===== config.mk =====
export PLATFORM = sky130hd
export DESIGN_NAME = fetch_unit
export DESIGN_NICKNAME = d
export VERILOG_FILES = /design/src/rtl/fetch_unit.sv
export SDC_FILE = /design/constraint.sdc
export NUM_CORES = 1
export LEC_CHECK = 0
export ABC_AREA = 1
export BUFFER_PORTS_ARGS = -buffer_cell sky130_fd_sc_hd__buf_4
export CORE_UTILIZATION = 40
export DETAILED_ROUTE_END_ITERATION = 8
export PLACE_DENSITY_LB_ADDON = 0.15
export SYNTH_ARGS = -nofsm -noshare
export SYNTH_HDL_FRONTEND = slang
export SYNTH_SLANG_ARGS = --single-unit

===== constraint.sdc =====
create_clock -name clk -period 3.1 [get_ports clk]
set_input_delay 0.155 -clock clk [delete_from_list [all_inputs] [get_ports clk]]
set_output_delay 0.155 -clock clk [all_outputs]
set_load 0.01 [all_outputs]

===== src/rtl/fetch_unit.sv =====
// Instruction-fetch stage: owns the PC, runs the req/ack handshake with instruction memory,
// and presents the latched word with its decode fields until the datapath retires it.
module fetch_unit #(
    parameter logic [31:0] RESET_PC = 32'h0000_0000,
    parameter int unsigned TIMEOUT  = 15
) (
    input  logic        clk,
    input  logic        rst_n,
    output logic        imem_req,
    output logic [31:0] imem_addr,
    input  logic        imem_ack,
    input  logic [31:0] imem_rdata,
    input  logic        instr_accept,
    input  logic        pcsrc,
    input  logic [31:0] immext,
    output logic [31:0] instr,
    output logic        instr_valid,
    output logic [6:0]  op,
    output logic [2:0]  funct3,
    output logic        funct7b5,
    output logic [31:0] pc,
    output logic [31:0] pcplus4,
    output logic        fetch_fault
);

    typedef enum logic [1:0] {
        IDLE  = 2'd0,
        REQ   = 2'd1,
        VALID = 2'd2,
        FAULT = 2'd3
    } state_t;

    localparam logic [31:0] NOP         = 32'h0000_0013;
    localparam logic [7:0]  TIMEOUT_CNT = 8'(TIMEOUT);

    state_t      state_reg, state_next;
    logic [31:0] pc_reg, pc_next;
    logic [31:0] instr_reg, instr_next;
    logic [7:0]  cnt_reg, cnt_next;
    logic [7:0]  cnt_inc;
    logic [31:0] target;

    // Carry out of the target adder is dropped, so branches wrap around the address space.
    assign target  = pcsrc ? (pc_reg + immext) : (pc_reg + 32'd4);
    assign cnt_inc = cnt_reg + 8'd1;

    always_ff @(posedge clk or negedge rst_n) begin
        if (!rst_n) begin
            state_reg <= IDLE;
            pc_reg    <= RESET_PC;
            instr_reg <= NOP;
            cnt_reg   <= 8'd0;
        end else begin
            state_reg <= state_next;
            pc_reg    <= pc_next;
            instr_reg <= instr_next;
            cnt_reg   <= cnt_next;
        end
    end

    always_comb begin
        state_next = state_reg;
        pc_next    = pc_reg;
        instr_next = instr_reg;
        cnt_next   = cnt_reg;
        case (state_reg)
            IDLE: begin
                state_next = REQ;
                cnt_next   = 8'd0;
            end
            REQ: begin
                if (imem_ack) begin
                    instr_next = imem_rdata;
                    cnt_next   = 8'd0;
                    state_next = VALID;
                end else begin
                    cnt_next = cnt_inc;
                    if (cnt_inc == TIMEOUT_CNT) begin
                        state_next = FAULT;
                    end
                end
            end
            VALID: begin
                if (instr_accept) begin
                    cnt_next = 8'd0;
                    // A misaligned target leaves pc pointing at the instruction that caused it.
                    if (target[1:0] != 2'b00) begin
                        state_next = FAULT;
                    end else begin
                        pc_next    = target;
                        state_next = REQ;
                    end
                end
            end
            FAULT: begin
                state_next = FAULT;
            end
            default: begin
                state_next = IDLE;
            end
        endcase
    end

    assign imem_req    = (state_reg == REQ);
    assign imem_addr   = pc_reg;
    assign instr_valid = (state_reg == VALID);
    assign fetch_fault = (state_reg == FAULT);
    assign instr       = instr_reg;
    assign pc          = pc_reg;
    assign pcplus4     = pc_reg + 32'd4;
    assign op          = instr_reg[6:0];
    assign funct3      = instr_reg[14:12];
    assign funct7b5    = instr_reg[30];

endmodule


After elaboration in Yosys (flattened, before gate mapping):

Cells that the tools add are included.

* logic and storage cells: 30
* output and inout bits: 142
* bits in registers: 74
* input port bits: 69

* mux-type cells: 9
* $add $sub $neg: 3
* bitwise gates (word level): 1
* equal/unequal tests: 6
* reduce and logical (&&, ||, !) cells: 7

Operators by type and width (count)
* 32-bit by 3-bit adder with 32-bit output (second input constant): 1
* 32-bit adder: 1
* 32-bit two-way mux: 1
* 8-bit one-hot mux with 3 select lines: 1
* 8-bit two-way mux: 2
* 8-bit by 1-bit adder with 8-bit output (second input constant): 1
* 8-bit by 4-bit equality test with 1-bit output (second input constant): 1
* 2-bit two-way mux: 4
* 2-bit one-hot mux with 4 select lines: 1
* 2-bit AND reduction: 3
* 2-bit equality test (second input constant): 2
* 3-bit by 1-bit != test with 1-bit output (second input constant): 1
* 3-bit AND reduction: 1
* 3-bit nonzero test: 1
* 2-bit by 1-bit equality test with 1-bit output (second input constant): 1
* 2-bit zero test: 1
* 2-bit != test (second input constant): 1
* 2-bit nonzero test: 1
* 1-bit NOT: 1

Longest topological paths before layout:

* depth in word-level cells: 6
* gate-level depth with buffers: 14
* depth with buffers taken out: 14

Worst setup path after synthesis:

OpenSTA, ideal clock, no wires.

* path type: flip-flop to flip-flop
* start point: register pc_reg[0] (netlist: imem_addr[0])
* end point: register pc_reg[12] (netlist: imem_addr[12])
* stages on the path, launching flop included: 10
* path buffers: 1
* library setup time: 76 ps
* arrival: 2104 ps
* path slack: 919 ps
* clock period less this slack: 2181 ps
* data required time: 3024 ps
* path through: dfrtp_1 > ha_1 > fa_1 > or3_1 > o31ai_2 > nand3_2 > buf_2 > a21oi_1 > o21ai_1 > o21ai_1

* word-level cells in the longest chain between the ends: 5
* elaborated cells on any way between the ends: 6
* those cells by class: 2 x add/sub; 1 x mux; 1 x bitwise; 2 x reduce/logical

RTL lines
* from (decl): RTL line 37 `logic [31:0] pc_reg, pc_next;`
* from (signal assigned): RTL line 55 `pc_reg <= pc_next;`
* 32-bit by 3-bit adder with 32-bit output / 32-bit adder (equally long branches): RTL line 44 `assign target = pcsrc ? (pc_reg + immext) : (pc_reg + 32'd4);`
* 32-bit two-way mux (*): RTL line 44
* 2-bit nonzero test: RTL line 87 `if (target[1:0] != 2'b00) begin`
* 1-bit NOT (no line)
* 3-bit AND reduction (no line)

Mark *: on every way between the ends. The rest lies on a longest branch, timed or not.
A chain may end at the register's enable or synchronous reset.

Final worst setup path:

* start point: register pc_reg[0] (netlist: imem_addr[0])
* end point: register pc_reg[22] (netlist: imem_addr[22])

Same word-level chain as after synthesis.

==> key figures <==
Worst setup path
  – CP Capture Type: flop
  – Req. time, crit path: 3370 ps
  – Type of origin of the critical path: flop
  – Critical path data arrival time: between 2000 and 3000 ps
  – Critical path class: flop to flop
  – Crit path max fanout: 40

Drt
  – DR vias: 6979
  – DRT iter0 DRCs: 347
  – Antenna viol nets, final: 0
  – Final WL: approximately 21000 um
  – TritonRoute pass-1 iters: 5
  – Drt via density: 4.86
  – Residual DRC: 0
  – Routed len/inst: about 15 um

Clock network
  – CTS Buf Count: 9
  – Clock transition at the registers of the reported paths: about 60 ps
  – Clk Tree Root Cell: clkbuf_16
  – CTS tree: built
  – CTS-repair resized insts: 0
  – CTS H-tree lvls: 3
  – Post-CTS setup buffers: 0
  – Max clock buf depth: 2
  – Cts hold-fix bufs: 0
  – Clk_lat worst skew: 330 ps
  – Clock sinks: 74

Cells and area
  – Antenna Cells: 0
  – Filler cells: approximately 1700
  – Nets: 1319
  – Share of layout cells above drive strength 1: roughly a fifth
  – Area Growth Syn to Fin: 26.9%

GRT
  – Vias in the first global route: 6405
  – Remaining Overflow, GRT: 0
  – Total track usage: around 25%
  – Initial antenna violation count: 0
  – Largest net degree at the start of global routing: 75
  – First-pass GRT wire length: between 30000 and 40000 um

STA
  – Tmin final: 2600 ps
  – Final-report setup violation count: 0
  – F_max: approximately 380 MHz
  – Final Max Slew Viols: 0
  – Hold slack: -34.4 ps
  – Slew HR: 35.8%
  – Final hold vios: 41
  – Setup Skew: between 3 and 4 ps
  – Tcrit/Tclk final: 84.0%
  – Worst Max-Slew Pin Slew: 962 ps
  – Final TNS setup: 0 ps
  – RSZ-0062 raised after global routing: false
  – Final WS setup: 496 ps

Logic synthesis
  – Syn avg cell area: 6.28 um2
  – #FFs+latches synth: 74
  – Number of enable flip-flop cells after synthesis: 0
  – Syn nets: approximately 1200
  – Ys Warns: 0
  – Fraction of registers with async set or reset after synthesis: between 90% and 100%
  – Distinct cells, synth: 40
  – Sequential fraction of the synthesis area: 28.1%
  – Mapped cell area: 0.00659 mm2
  – Synth Flop Type: dfrtp_1
  – Mapped Cells: around 1100

Floorplan
  – Die extent in x: 130 um
  – Site Rows: 46
  – Initial Util: 41.2%
  – Die area: 0.0170 mm2
  – Ports: 211
  – Core Region: 0.0160 mm2
  – Die Y: 130 um

Power and ir drop
  – Pwr dens: 539 mW/mm2
  – Leakage: 4.84 nW
  – VDD IR max: between 0.0003 and 0.0004 V
  – Power after layout: 4.51 mW

Outcome
  – Failing checks: negative hold slack
  – Outcome: finished, violations left

Job
  – Max cap viols: 0

Min path
  – Hold Crit Class: primary input to asynchronous set/reset pin

Place
  – RePlAce Congestion: 0.919
  – PortBufs: 210
  – Post-Place Worst Slack: 510 ps
  – Post-DP HPWL: approximately 17000 um
[synth_stat cells (all sizes together), types with 3 or more instances]
cell    count  share of area (%)
nand2     404                 23
inv       148                8.4
nor2       77                4.6
nand3      72                5.6
dfrtp      71                 27
buf        51                5.7
o21ai      40                3.0
ha         34                6.5
a21oi      32                2.4
xor2       28                3.7
nor3       19                1.5
clkbuf     12               0.68
nand3b     10                1.1
nand4       9               0.85
o21bai      8               0.91
o22ai       8               0.76
or2         6               0.57
xnor2       4               0.53
dfstp       3                1.2
[routing by layer]
metal	wire length (um)	vias to the layer above	part of all wire [%]	global-route usage, %
met3	1430	26	6.7	3.58
met2	9830	249	46	42.1
li1	-	3570	-	-
met1	9700	3134	45	33.6
met4	382	0	1.8	7.57
met5	0	-	0	0
[logic make-up after synthesis]
group           share of synthesized area (%)
xor+xnor                                 4.25
simple gates                             38.1
flops                                    28.1
buf+inv                                  14.9
compound gates                           7.89
fa+ha+maj                                6.76
[final timing paths]
kind	slack (ps)	endpoint	depth (start not counted)	startpoint
hold reg to reg	470	instr[28]$_DFFE_PN0P_	2	instr[28]$_DFFE_PN0P_
setup / recovery	500	imem_addr[22]$_DFFE_PN0P_	10	imem_addr[0]$_DFFE_PN0P_
max in group asynchronous	2510	imem_addr[22]$_DFFE_PN0P_	1	rst_n
hold / removal	-30	cnt_reg[2]$_DFFE_PN0P_	1	rst_n
min in group clk	20	instr[29]$_DFFE_PN0P_	3	imem_rdata[29]
setup reg to reg	500	imem_addr[22]$_DFFE_PN0P_	10	imem_addr[0]$_DFFE_PN0P_
[layout by cell type (no fill, tap or decap), types with 3 or more instances in the layout]
master	n
dfstp_2	3
buf_4	217
nand3_1	70
nor2_1	72
o21bai_1	8
inv_1	144
nand2_1	404
o21ai_0	21
nand4_1	9
clkbuf_16	9
o22ai_1	8
dfrtp_1	71
nand3b_1	10
nor3_1	18
inv_2	4
xnor2_1	4
nor2_2	4
or2_2	5
o21ai_1	19
xor2_1	28
a21oi_1	32
ha_1	34
[critical path, cell delays in order (launching register included)]
cell     delay (ps)
dfrtp_1         440
ha_1            250
fa_1            420
or3_1           360
o31ai_2          90
nand3_2         110
inv_2           500
o21ai_1         170
inv_2            70
o21ai_1          60
nand2_1          50
[where the power goes]
part	internal [mW]	switching, mW
sequential	1.23	0.244
clock	0.637	0.400
combinational	0.902	1.10
total	2.77	1.74
[per-stage QoR]
step           hold slack (ps)  cells  util [%]  cell area, um2
4_1_cts                   8.21   1435      52.3            8370
3_5_place_dp               361   1420      50.4            8070
3_3_place_gp               356   1420      50.4            8070
2_1_floorplan             -141   1050         -            6590
5_1_grt                   14.8   1435      52.3            8370
6_report                 -34.4   1435      52.3            8370
[final cells by class]
| type | count | area [um2] | area share (%) |
|---|---|---|---|
| multi-input combinational | 765 | 3760 | 45.0 |
| clock buffer | 10 | 239 | 2.86 |
| clock inverter | 5 | 55.1 | 0.658 |
| tap | 216 | 270 | 3.23 |
| timing repair buffer | 217 | 1630 | 19.5 |
| inverter | 148 | 556 | 6.64 |
| sequential | 74 | 1860 | 22.2 |
Note: power is estimated with default switching activity, not from simulation.
